--- src/rtl/csk_pkg.sv ---
// ---------------------------------------------------------------------------
// csk_pkg
// Shared helpers for the pipelined carry-skip adder.
//   csk_nblk  : number of BLOCK-bit ripple/skip blocks in a WIDTH-bit adder
//   csk_bps   : blocks evaluated per pipeline stage
//   csk_legal : elaboration-time check of the WIDTH/BLOCK/STAGES divisibility rules
//   csk_ctl_t : carry bookkeeping registered by the output stage
// Optional build macro used by the top: PIPELINED_CSK_SUB_EN (adds a sub port).
// ---------------------------------------------------------------------------
package csk_pkg;

  // Carry state held alongside the partial sum. msb_carry is the carry into
  // bit WIDTH-1, kept so overflow is a single XOR at the output.
  typedef struct packed {
    logic carry;
    logic msb_carry;
  } csk_ctl_t;

  function automatic int csk_nblk(input int width, input int block);
    return width / block;
  endfunction

  function automatic int csk_bps(input int width, input int block, input int stages);
    return (width / block) / stages;
  endfunction

  function automatic bit csk_legal(input int width, input int block, input int stages);
    return (block > 0) && (stages >= 1) && (width >= block) &&
           (width % block == 0) && ((width / block) % stages == 0);
  endfunction

endpackage

--- src/rtl/csk_block.sv ---
// ---------------------------------------------------------------------------
// csk_block
// Combinational BLOCK-bit ripple adder with carry-skip OR.
// Ports:
//   a, b : block operand slices
//   ci   : block carry in
//   s    : block sum
//   co   : block carry out (ripple carry OR (all propagate AND ci))
// ---------------------------------------------------------------------------
module csk_block #(
  parameter int BLOCK = 4
) (
  input  logic [BLOCK-1:0] a,
  input  logic [BLOCK-1:0] b,
  input  logic             ci,
  output logic [BLOCK-1:0] s,
  output logic             co
);

  logic [BLOCK-1:0] p;
  logic [BLOCK:0]   c;

  assign p = a ^ b;

  always_comb begin
    c    = '0;
    c[0] = ci;
    for (int i = 0; i < BLOCK; i++) begin
      c[i+1] = (a[i] & b[i]) | (p[i] & c[i]);
    end
  end

  assign s = p ^ c[BLOCK-1:0];

  // The skip term gives timing a short path from ci to co when the whole
  // block propagates; logically it never disagrees with the ripple carry.
  assign co = c[BLOCK] | ((&p) & ci);

endmodule

--- src/rtl/pipelined_carry_skip_adder.sv ---
// ---------------------------------------------------------------------------
// pipelined_carry_skip_adder
// WIDTH-bit carry-skip adder split into BLOCK-bit blocks, spread evenly over
// STAGES register stages with valid/ready flow control on both sides.
// Result equals a + b + cin (mod 2^(WIDTH+1) including cout); latency is
// STAGES cycles with full throughput.
// Ports:
//   clk, rst_n          : clock, asynchronous active-low reset
//   in_valid / in_ready : operand handshake
//   a, b, cin           : operands and carry in
//   sub                 : (only with PIPELINED_CSK_SUB_EN) 1 = a + ~b + 1, cin ignored
//   out_valid/out_ready : result handshake
//   sum, cout, overflow : result, carry out of MSB, signed overflow
// Build macro: PIPELINED_CSK_SUB_EN enables the subtract port.
// ---------------------------------------------------------------------------
module pipelined_carry_skip_adder
  import csk_pkg::*;
#(
  parameter int WIDTH  = 32,
  parameter int BLOCK  = 4,
  parameter int STAGES = 2
) (
  input  logic             clk,
  input  logic             rst_n,
  input  logic             in_valid,
  output logic             in_ready,
  input  logic [WIDTH-1:0] a,
  input  logic [WIDTH-1:0] b,
  input  logic             cin,
`ifdef PIPELINED_CSK_SUB_EN
  input  logic             sub,
`endif
  output logic             out_valid,
  input  logic             out_ready,
  output logic [WIDTH-1:0] sum,
  output logic             cout,
  output logic             overflow
);

  localparam int NBLK = csk_nblk(WIDTH, BLOCK);
  localparam int BPS  = csk_bps(WIDTH, BLOCK, STAGES);
  localparam int SW   = BPS * BLOCK;   // operand bits consumed per stage

  if (!csk_legal(WIDTH, BLOCK, STAGES)) begin : g_illegal
    $error("pipelined_carry_skip_adder: WIDTH/BLOCK/STAGES divisibility violated");
  end

  logic [WIDTH-1:0] b_eff;
  logic             cin_eff;

`ifdef PIPELINED_CSK_SUB_EN
  assign b_eff   = sub ? ~b : b;
  assign cin_eff = sub ? 1'b1 : cin;
`else
  assign b_eff   = b;
  assign cin_eff = cin;
`endif

  logic [STAGES-1:0] vld;
  logic [STAGES-1:0] rdy;
  logic [WIDTH-1:0]  blk_sum;
  logic [WIDTH-1:0]  out_sum;
  csk_ctl_t          out_ctl;

  // ready_k = !valid_k | ready_{k+1} unrolled: a stage may load if any stage
  // at or after it is empty, or the sink is taking the head result.
  for (genvar k = 0; k < STAGES; k++) begin : g_rdy
    assign rdy[k] = out_ready | ~(&vld[STAGES-1:k]);
  end

  assign in_ready = rdy[0];

  for (genvar k = 0; k < STAGES; k++) begin : g_stg
    localparam int IW = WIDTH - k * SW;   // operand bits still unused on entry
    localparam int PW = (k + 1) * SW;     // partial-sum bits known on exit

    logic [IW-1:0] a_i;
    logic [IW-1:0] b_i;
    logic          c_i;
    logic          v_i;
    logic          c_n;
    logic [PW-1:0] ps_n;
    logic [PW-1:0] ps_q;
    logic          v_q;

    if (k == 0) begin : g_src
      assign a_i  = a;
      assign b_i  = b_eff;
      assign c_i  = cin_eff;
      assign v_i  = in_valid;
      assign ps_n = blk_sum[SW-1:0];
    end else begin : g_src
      assign a_i  = g_stg[k-1].g_fwd.a_q;
      assign b_i  = g_stg[k-1].g_fwd.b_q;
      assign c_i  = g_stg[k-1].g_fwd.c_q;
      assign v_i  = g_stg[k-1].v_q;
      assign ps_n = {blk_sum[PW-1:k*SW], g_stg[k-1].ps_q};
    end

    assign c_n = g_blk[k*BPS + BPS - 1].co;

    always_ff @(posedge clk or negedge rst_n) begin
      if (!rst_n) begin
        v_q  <= 1'b0;
        ps_q <= '0;
      end else if (rdy[k]) begin
        v_q <= v_i;
        if (v_i) ps_q <= ps_n;
      end
    end

    assign vld[k] = v_q;

    if (k < STAGES - 1) begin : g_fwd
      logic [IW-SW-1:0] a_q;
      logic [IW-SW-1:0] b_q;
      logic             c_q;

      always_ff @(posedge clk or negedge rst_n) begin
        if (!rst_n) begin
          a_q <= '0;
          b_q <= '0;
          c_q <= 1'b0;
        end else if (rdy[k] && v_i) begin
          a_q <= a_i[IW-1:SW];
          b_q <= b_i[IW-1:SW];
          c_q <= c_n;
        end
      end
    end else begin : g_last
      csk_ctl_t ctl_q;

      always_ff @(posedge clk or negedge rst_n) begin
        if (!rst_n) begin
          ctl_q <= '0;
        end else if (rdy[k] && v_i) begin
          // Carry into the MSB recovered from its sum bit: s = a ^ b ^ c.
          ctl_q <= '{carry: c_n,
                     msb_carry: a_i[IW-1] ^ b_i[IW-1] ^ blk_sum[WIDTH-1]};
        end
      end

      assign out_ctl = ctl_q;
      assign out_sum = ps_q;
    end
  end

  for (genvar j = 0; j < NBLK; j++) begin : g_blk
    localparam int SK  = j / BPS;
    localparam int OFS = (j % BPS) * BLOCK;

    logic             ci;
    logic             co;
    logic [BLOCK-1:0] blk_a;
    logic [BLOCK-1:0] blk_b;

    if (j % BPS == 0) begin : g_ci
      assign ci = g_stg[SK].c_i;
    end else begin : g_ci
      assign ci = g_blk[j-1].co;
    end

    assign blk_a = g_stg[SK].a_i[OFS +: BLOCK];
    assign blk_b = g_stg[SK].b_i[OFS +: BLOCK];

    csk_block #(.BLOCK(BLOCK)) u_blk (
      .a  (blk_a),
      .b  (blk_b),
      .ci (ci),
      .s  (blk_sum[j*BLOCK +: BLOCK]),
      .co (co)
    );
  end

  assign out_valid = vld[STAGES-1];
  assign sum       = out_sum;
  assign cout      = out_ctl.carry;
  assign overflow  = out_ctl.carry ^ out_ctl.msb_carry;

endmodule

--- config.mk ---
export PLATFORM = sky130hd
export DESIGN_NAME = pipelined_carry_skip_adder
export DESIGN_NICKNAME = d
export VERILOG_FILES = /design/src/rtl/csk_pkg.sv /design/src/rtl/csk_block.sv /design/src/rtl/pipelined_carry_skip_adder.sv
export SDC_FILE = /design/constraint.sdc
export NUM_CORES = 1
export LEC_CHECK = 0
export BUFFER_PORTS_ARGS = -buffer_cell sky130_fd_sc_hd__buf_2
export CAP_MARGIN = 15
export CORE_MARGIN = 1
export CORE_UTILIZATION = 59
export CTS_CLUSTER_DIAMETER = 50
export DETAILED_ROUTE_END_ITERATION = 8
export GPL_TIMING_DRIVEN = 1
export PLACE_DENSITY = 0.86
export SKIP_LAST_GASP = 1
export SYNTH_ARGS = -nofsm -noshare
export SYNTH_HDL_FRONTEND = slang
export SYNTH_SLANG_ARGS = --single-unit
export TNS_END_PERCENT = 1
--- constraint.sdc ---
create_clock -name clk -period 19.1 [get_ports clk]
set_clock_uncertainty 0.1 [all_clocks]
set_input_delay 0.955 -clock clk [delete_from_list [all_inputs] [get_ports clk]]
set_output_delay 0.955 -clock clk [all_outputs]
set_load 0.02 [all_outputs]
After elaboration in Yosys (flattened, before gate mapping)
Cells that the tools add are included.
Word-level totals
  memory bits (writable): 0
  word-level logic and storage cells: 157
  bits in read-only memories: 0
  input bits: 69
  latch bits: 0
  bits in registers: 85
  memories: 0
  output and inout bits: 36
Operators by class
  mux-type cells: 0
  order comparisons: 0
  bitwise logic cells: 135
  multiply operators: 0
  shifts and indexed selects: 0
  equality and inequality tests: 0
  add/subtract/negate cells: 0
  div/mod/pow operators: 0
  reduce and logical (&&, ||, !) cells: 13
Operator list (count)
  $and 1x1->1: 72
  $xor 4x4->4: 16
  $or 1x1->1: 42
  $reduce_and 4->1: 8
  $reduce_and 2->1: 3
  $xor 1x1->1: 3
  $logic_and 1x1->1: 2
  $not 1->1: 2

Longest topological paths before layout
  word-level depth: 37
  mapped depth: 26

Modules after synthesis
From an unflattened synthesis, not the netlist that was laid out.
Second synthesis, totals
  cell total of the unflattened synthesis: 340
  area total of the unflattened synthesis: 4708.3 µm²
By module, submodules not included
  pipelined_carry_skip_adder: area an instance 3269.4 µm², times used 1, cells an instance 185
  csk_block at g_blk[3].u_blk ...: area an instance 178.9 µm², times used 5, cells an instance 19
  csk_block at g_blk[0].u_blk ...: area an instance 181.4 µm², times used 3, cells an instance 20

Least setup slack after synthesis
OpenSTA, ideal clock, no wires.
  path type: input -> register
  start: input a[0]
  end: register g_stg[0].ps_q[15]
  path buffers: 0
  cell stages on the path: 25
  required time: 18.917 ns
  arrival: 8.036 ns
  setup slack: 10.881 ns
  cells stage by stage: inv_1 -> fa_1 -> inv_1 -> fa_1 -> fa_1 -> fa_1 -> a31o_2 -> fa_1 -> fa_1 -> fa_1 -> fa_1 -> a21o_1 -> fa_1 -> fa_1 -> fa_1 -> fa_1 -> or3_1 -> a31oi_1 -> nor2_1 -> fa_1 -> fa_1 -> fa_1 -> inv_1 -> fa_1 -> o21ai_0
On the way
  cells in the longest elaborated chain, start to end: 35
  elaborated cells on any way between the ends: 40
  classes of those cells: bitwise: 39; reduce/logical: 1
Ends and longest elaborated chain
  from (decl): line pipelined_carry_skip_adder.sv:27  | input logic [WIDTH-1:0] a,
  $xor 4x4->4: line csk_block.sv:23  | assign p = a ^ b;
  $and 1x1->1: line csk_block.sv:29  | c[i+1] = (a[i] & b[i]) | (p[i] & c[i]);
  $or 1x1->1: line csk_block.sv:29
  $and 1x1->1: line csk_block.sv:29
  $or 1x1->1: line csk_block.sv:29
  $and 1x1->1: line csk_block.sv:29
  $or 1x1->1: line csk_block.sv:29
  $and 1x1->1: line csk_block.sv:29
  [19 not listed]
  $or 1x1->1 *: line csk_block.sv:37  | assign co = c[BLOCK] | ((&p) & ci);
  $and 1x1->1 *: line csk_block.sv:29
  $or 1x1->1 *: line csk_block.sv:29
  $and 1x1->1 *: line csk_block.sv:29
  $or 1x1->1 *: line csk_block.sv:29
  $and 1x1->1 *: line csk_block.sv:29
  $or 1x1->1 *: line csk_block.sv:29
  $xor 4x4->4 *: line csk_block.sv:33  | assign s = p ^ c[BLOCK-1:0];
  to (signal assigned): line pipelined_carry_skip_adder.sv:108  | if (v_i) ps_q <= ps_n;
  to (decl): line pipelined_carry_skip_adder.sv:83  | logic [PW-1:0] ps_q;
Every way passes the cells marked *; elsewhere a longest branch is shown, timed or not.
A chain may end at the register's enable or synchronous reset.

Worst setup path after layout
  start: input b[0]
  end: register g_stg[0].ps_q[15]
On the way
  cells in the longest elaborated chain, start to end: 35
  elaborated cells on any way between the ends: 40
  classes of those cells: bitwise: 39; reduce/logical: 1
Ends and longest elaborated chain
  from (decl): line pipelined_carry_skip_adder.sv:28  | input logic [WIDTH-1:0] b,
  $xor 4x4->4: line csk_block.sv:23
  $and 1x1->1: line csk_block.sv:29
  $or 1x1->1: line csk_block.sv:29
  $and 1x1->1: line csk_block.sv:29
  $or 1x1->1: line csk_block.sv:29
  $and 1x1->1: line csk_block.sv:29
  $or 1x1->1: line csk_block.sv:29
  $and 1x1->1: line csk_block.sv:29
  [19 not listed]
  $or 1x1->1 *: line csk_block.sv:37
  $and 1x1->1 *: line csk_block.sv:29
  $or 1x1->1 *: line csk_block.sv:29
  $and 1x1->1 *: line csk_block.sv:29
  $or 1x1->1 *: line csk_block.sv:29
  $and 1x1->1 *: line csk_block.sv:29
  $or 1x1->1 *: line csk_block.sv:29
  $xor 4x4->4 *: line csk_block.sv:33
Marked as above.

==> out/results.tsv <==
metric	value	unit
outcome	finished clean	
Least-Margin Pin Slew	0.6222	ns
min Tclk post-route	8.412	ns
syn nets	424	
Ant. Diodes	0	
crit-path leading delay family	adder cells	
Die Height	92.04	um
CTS tree	done	
vias in the first global route	2869	
mapped cell area	4783	um2
Area Overhead vs Synth	16.98	%
setup TNS	0	ns
number of remaining DRC errors	0	
clk sinks	85	
# setup viols final	0	
max-cap viol count	0	
arrival time worst endpoint	8.57	ns
H-tree levels	3	
gpl congestion	0.7422	
hpwl dp	6201	um
drt pass-1 iters	4	
Core Footprint	7767	um2
Syn Inst Count	291	
die area	8471	um2
Period Utilization, post-route	44.04	%
Final Max Tran Viols	0	
Final Non-Filler Cells	506	
die width	92.04	um
largest net degree at the start of global routing	86	
starting density of the core	61.58	%
DR WL/cell	16.44	um
Finished Core Util	72.04	%
flops & latches, synth	85	
Final #Nets	532	
routed vias	2646	
Yosys cell types	32	
CTS clk-pin slew, worst paths	0.09	ns
GRT Util Overall	20.87	%
PortBufs	104	
Critical Path Source Type	primary input	
Leakage	2.859	nW
clk_lat worst skew	0.34	ns
Syn. warnings	0	
placed cell count	489	
Mean Syn Cell Area	16.44	um2
initial drt markers	71	
Crit Path Max Fanout	3	
slew margin rel.	58.49	%
Crit path required time	19.26	ns
max incr delay on CP	0.43	ns
share of cells above drive strength 1	50.00	%
Fin. Hold Viols	0	
WP buf/inv	4	
Site Rows	32	
achievable frequency	118.9	MHz
Max IR drop VDD	0.05391	mV
crit-path most repeated cell	fa_1	
Bufs on Longest Clock Path	2	
Clk Tree Root Cell	clkbuf_8	
WL final	8318	um
register area share after synthesis	44.47	%
unrepaired setup endpoints after global routing	no	
Worst Setup End Kind	register	
PostCTS Resize Cnt	0	
PwrDens	120.5	nW/um2
most frequent cells in the layout	buf_2 (103), dfrtp_1 (85), mux2_4 (69)	
CTS buffer count	9	
post-DR vias/cell	5.229	
first-pass GRT wire length	13700	um
Critical Path Slowest Stage Cell	fa_1	
Final ANT Viol Nets	0	
Post-CTS Setup Repair Bufs	0	
hold crit path type	reg -> reg	
most common cell after layout, fill and taps aside	buf_2	
hold buffers post-CTS	0	
kind of critical path	in -> reg	
num ports	105	
grt ovf	0	
Power Total	0.0006741	W
initial antenna violation count	0	
## final timing paths
| check | startpoint | endpoint | slack [ns] | cells past startpoint |
|---|---|---|---|---|
| max in group asynchronous | rst_n | g_stg[0].ps_q[9]$_DFFE_PN0P_ | 17.87 | 2 |
| worst max-delay path | b[0] | g_stg[0].ps_q[15]$_DFFE_PN0P_ | 10.69 | 26 |
| worst min register to register | g_stg[0].ps_q[15]$_DFFE_PN0P_ | g_stg[0].ps_q[15]$_DFFE_PN0P_ | 0.39 | 2 |
| worst min-delay path | g_stg[0].ps_q[15]$_DFFE_PN0P_ | g_stg[0].ps_q[15]$_DFFE_PN0P_ | 0.39 | 2 |
| worst max register to register | g_blk[4].ci$_DFFE_PN0P_ | g_stg[1].g_last.ctl_q[0]$_DFFE_PN0P_ | 10.83 | 26 |
| min in group asynchronous | rst_n | sum[21]$_DFFE_PN0P_ | 0.41 | 1 |
## cell usage after synthesis (all sizes together)
master | count | area [um2]
dfrtp | 85 | 2127
or3 | 1 | 6.260
nand2b | 3 | 18.77
o21bai | 1 | 7.510
mux2 | 77 | 1126
nand4 | 3 | 18.77
xor2 | 2 | 17.52
nor3 | 2 | 10.01
o21a | 1 | 7.510
fa | 32 | 640.6
ha | 32 | 400.4
a41o | 2 | 20.02
o21ai | 5 | 25.02
a21o | 2 | 15.01
buf | 8 | 128.9
o31ai | 3 | 27.52
nand3 | 1 | 5.000
nand3b | 1 | 20.02
a31oi | 1 | 6.260
a31o | 1 | 8.760
and4 | 2 | 17.52
nand2 | 7 | 50.05
and3 | 1 | 6.260
nor2 | 2 | 7.510
a2bb2oi | 1 | 8.760
inv | 15 | 56.30
## registers in the layout, indices dropped and copies added, names as in the netlist
signal	cells
sum	32
g_stg.g_fwd.a_q	16
g_stg.g_fwd.b_q	16
g_stg.ps_q	16
cout	1
g_blk.ci	1
g_stg.v_q	1
g_stg.g_last.ctl_q	1
out_valid	1
## layout make-up
| class | instances | area [um2] |
|---|---|---|
| repair buffers | 105 | 550.5 |
| well taps | 102 | 127.6 |
| clock buffers | 10 | 127.6 |
| flip-flops and latches | 85 | 2127 |
| clock inverters | 6 | 135.1 |
| fillers | 538 | 2172 |
| inverters | 15 | 56.30 |
| multi-input cells | 183 | 2471 |
## cells by family (layout without fill, tap and decap cells)
kind of cell	count (synthesis)	after routing	synth area share (%)
and+or+nand+nor	23	23	3.348
adders and majority gates	64	64	21.76
xor gates and xnor gates	2	2	0.3663
muxes	77	77	23.54
AOI/OAI and AO/OA	17	17	2.642
buffers and inverters	23	136	3.871
DFF	85	85	44.47
## layer usage
layer / vias to the layer above / track usage, % / routed length, um
li1: 1198 / - / -
met3: 10 / 3.897 / 352
met5: - / 0 / 0
met2: 81 / 36.82 / 4333
met4: 0 / 7.292 / 123
met1: 1357 / 25.69 / 3509
## power breakdown
part	switching (W)	leakage, nW	internal (W)
logic	0.000117	1.74	0.000124
registers	0.0000370	0.995	0.000234
clock network	0.0000620	0.123	0.000100
total	0.000216	2.86	0.000458
## through the flow
step	instance area [um2]	worst slack, ns	hold WS, ns
floorplan	4783	10.88	0.3458
global placement	5305	10.53	0.3616
detailed placement	5305	10.33	0.3709
CTS	5568	10.68	0.3917
global route	5595	10.43	0.4041
finish	5595	10.69	0.3877
## tightest hold or removal path: cells and delay by family (launching register included)
family	cells	cell delay, ns
AO/OA/AOI/OAI	1	0.06
flip-flops	1	0.35
AND/OR/NAND/NOR	1	0.05
No activity file was read; power rests on OpenSTA's default activity.
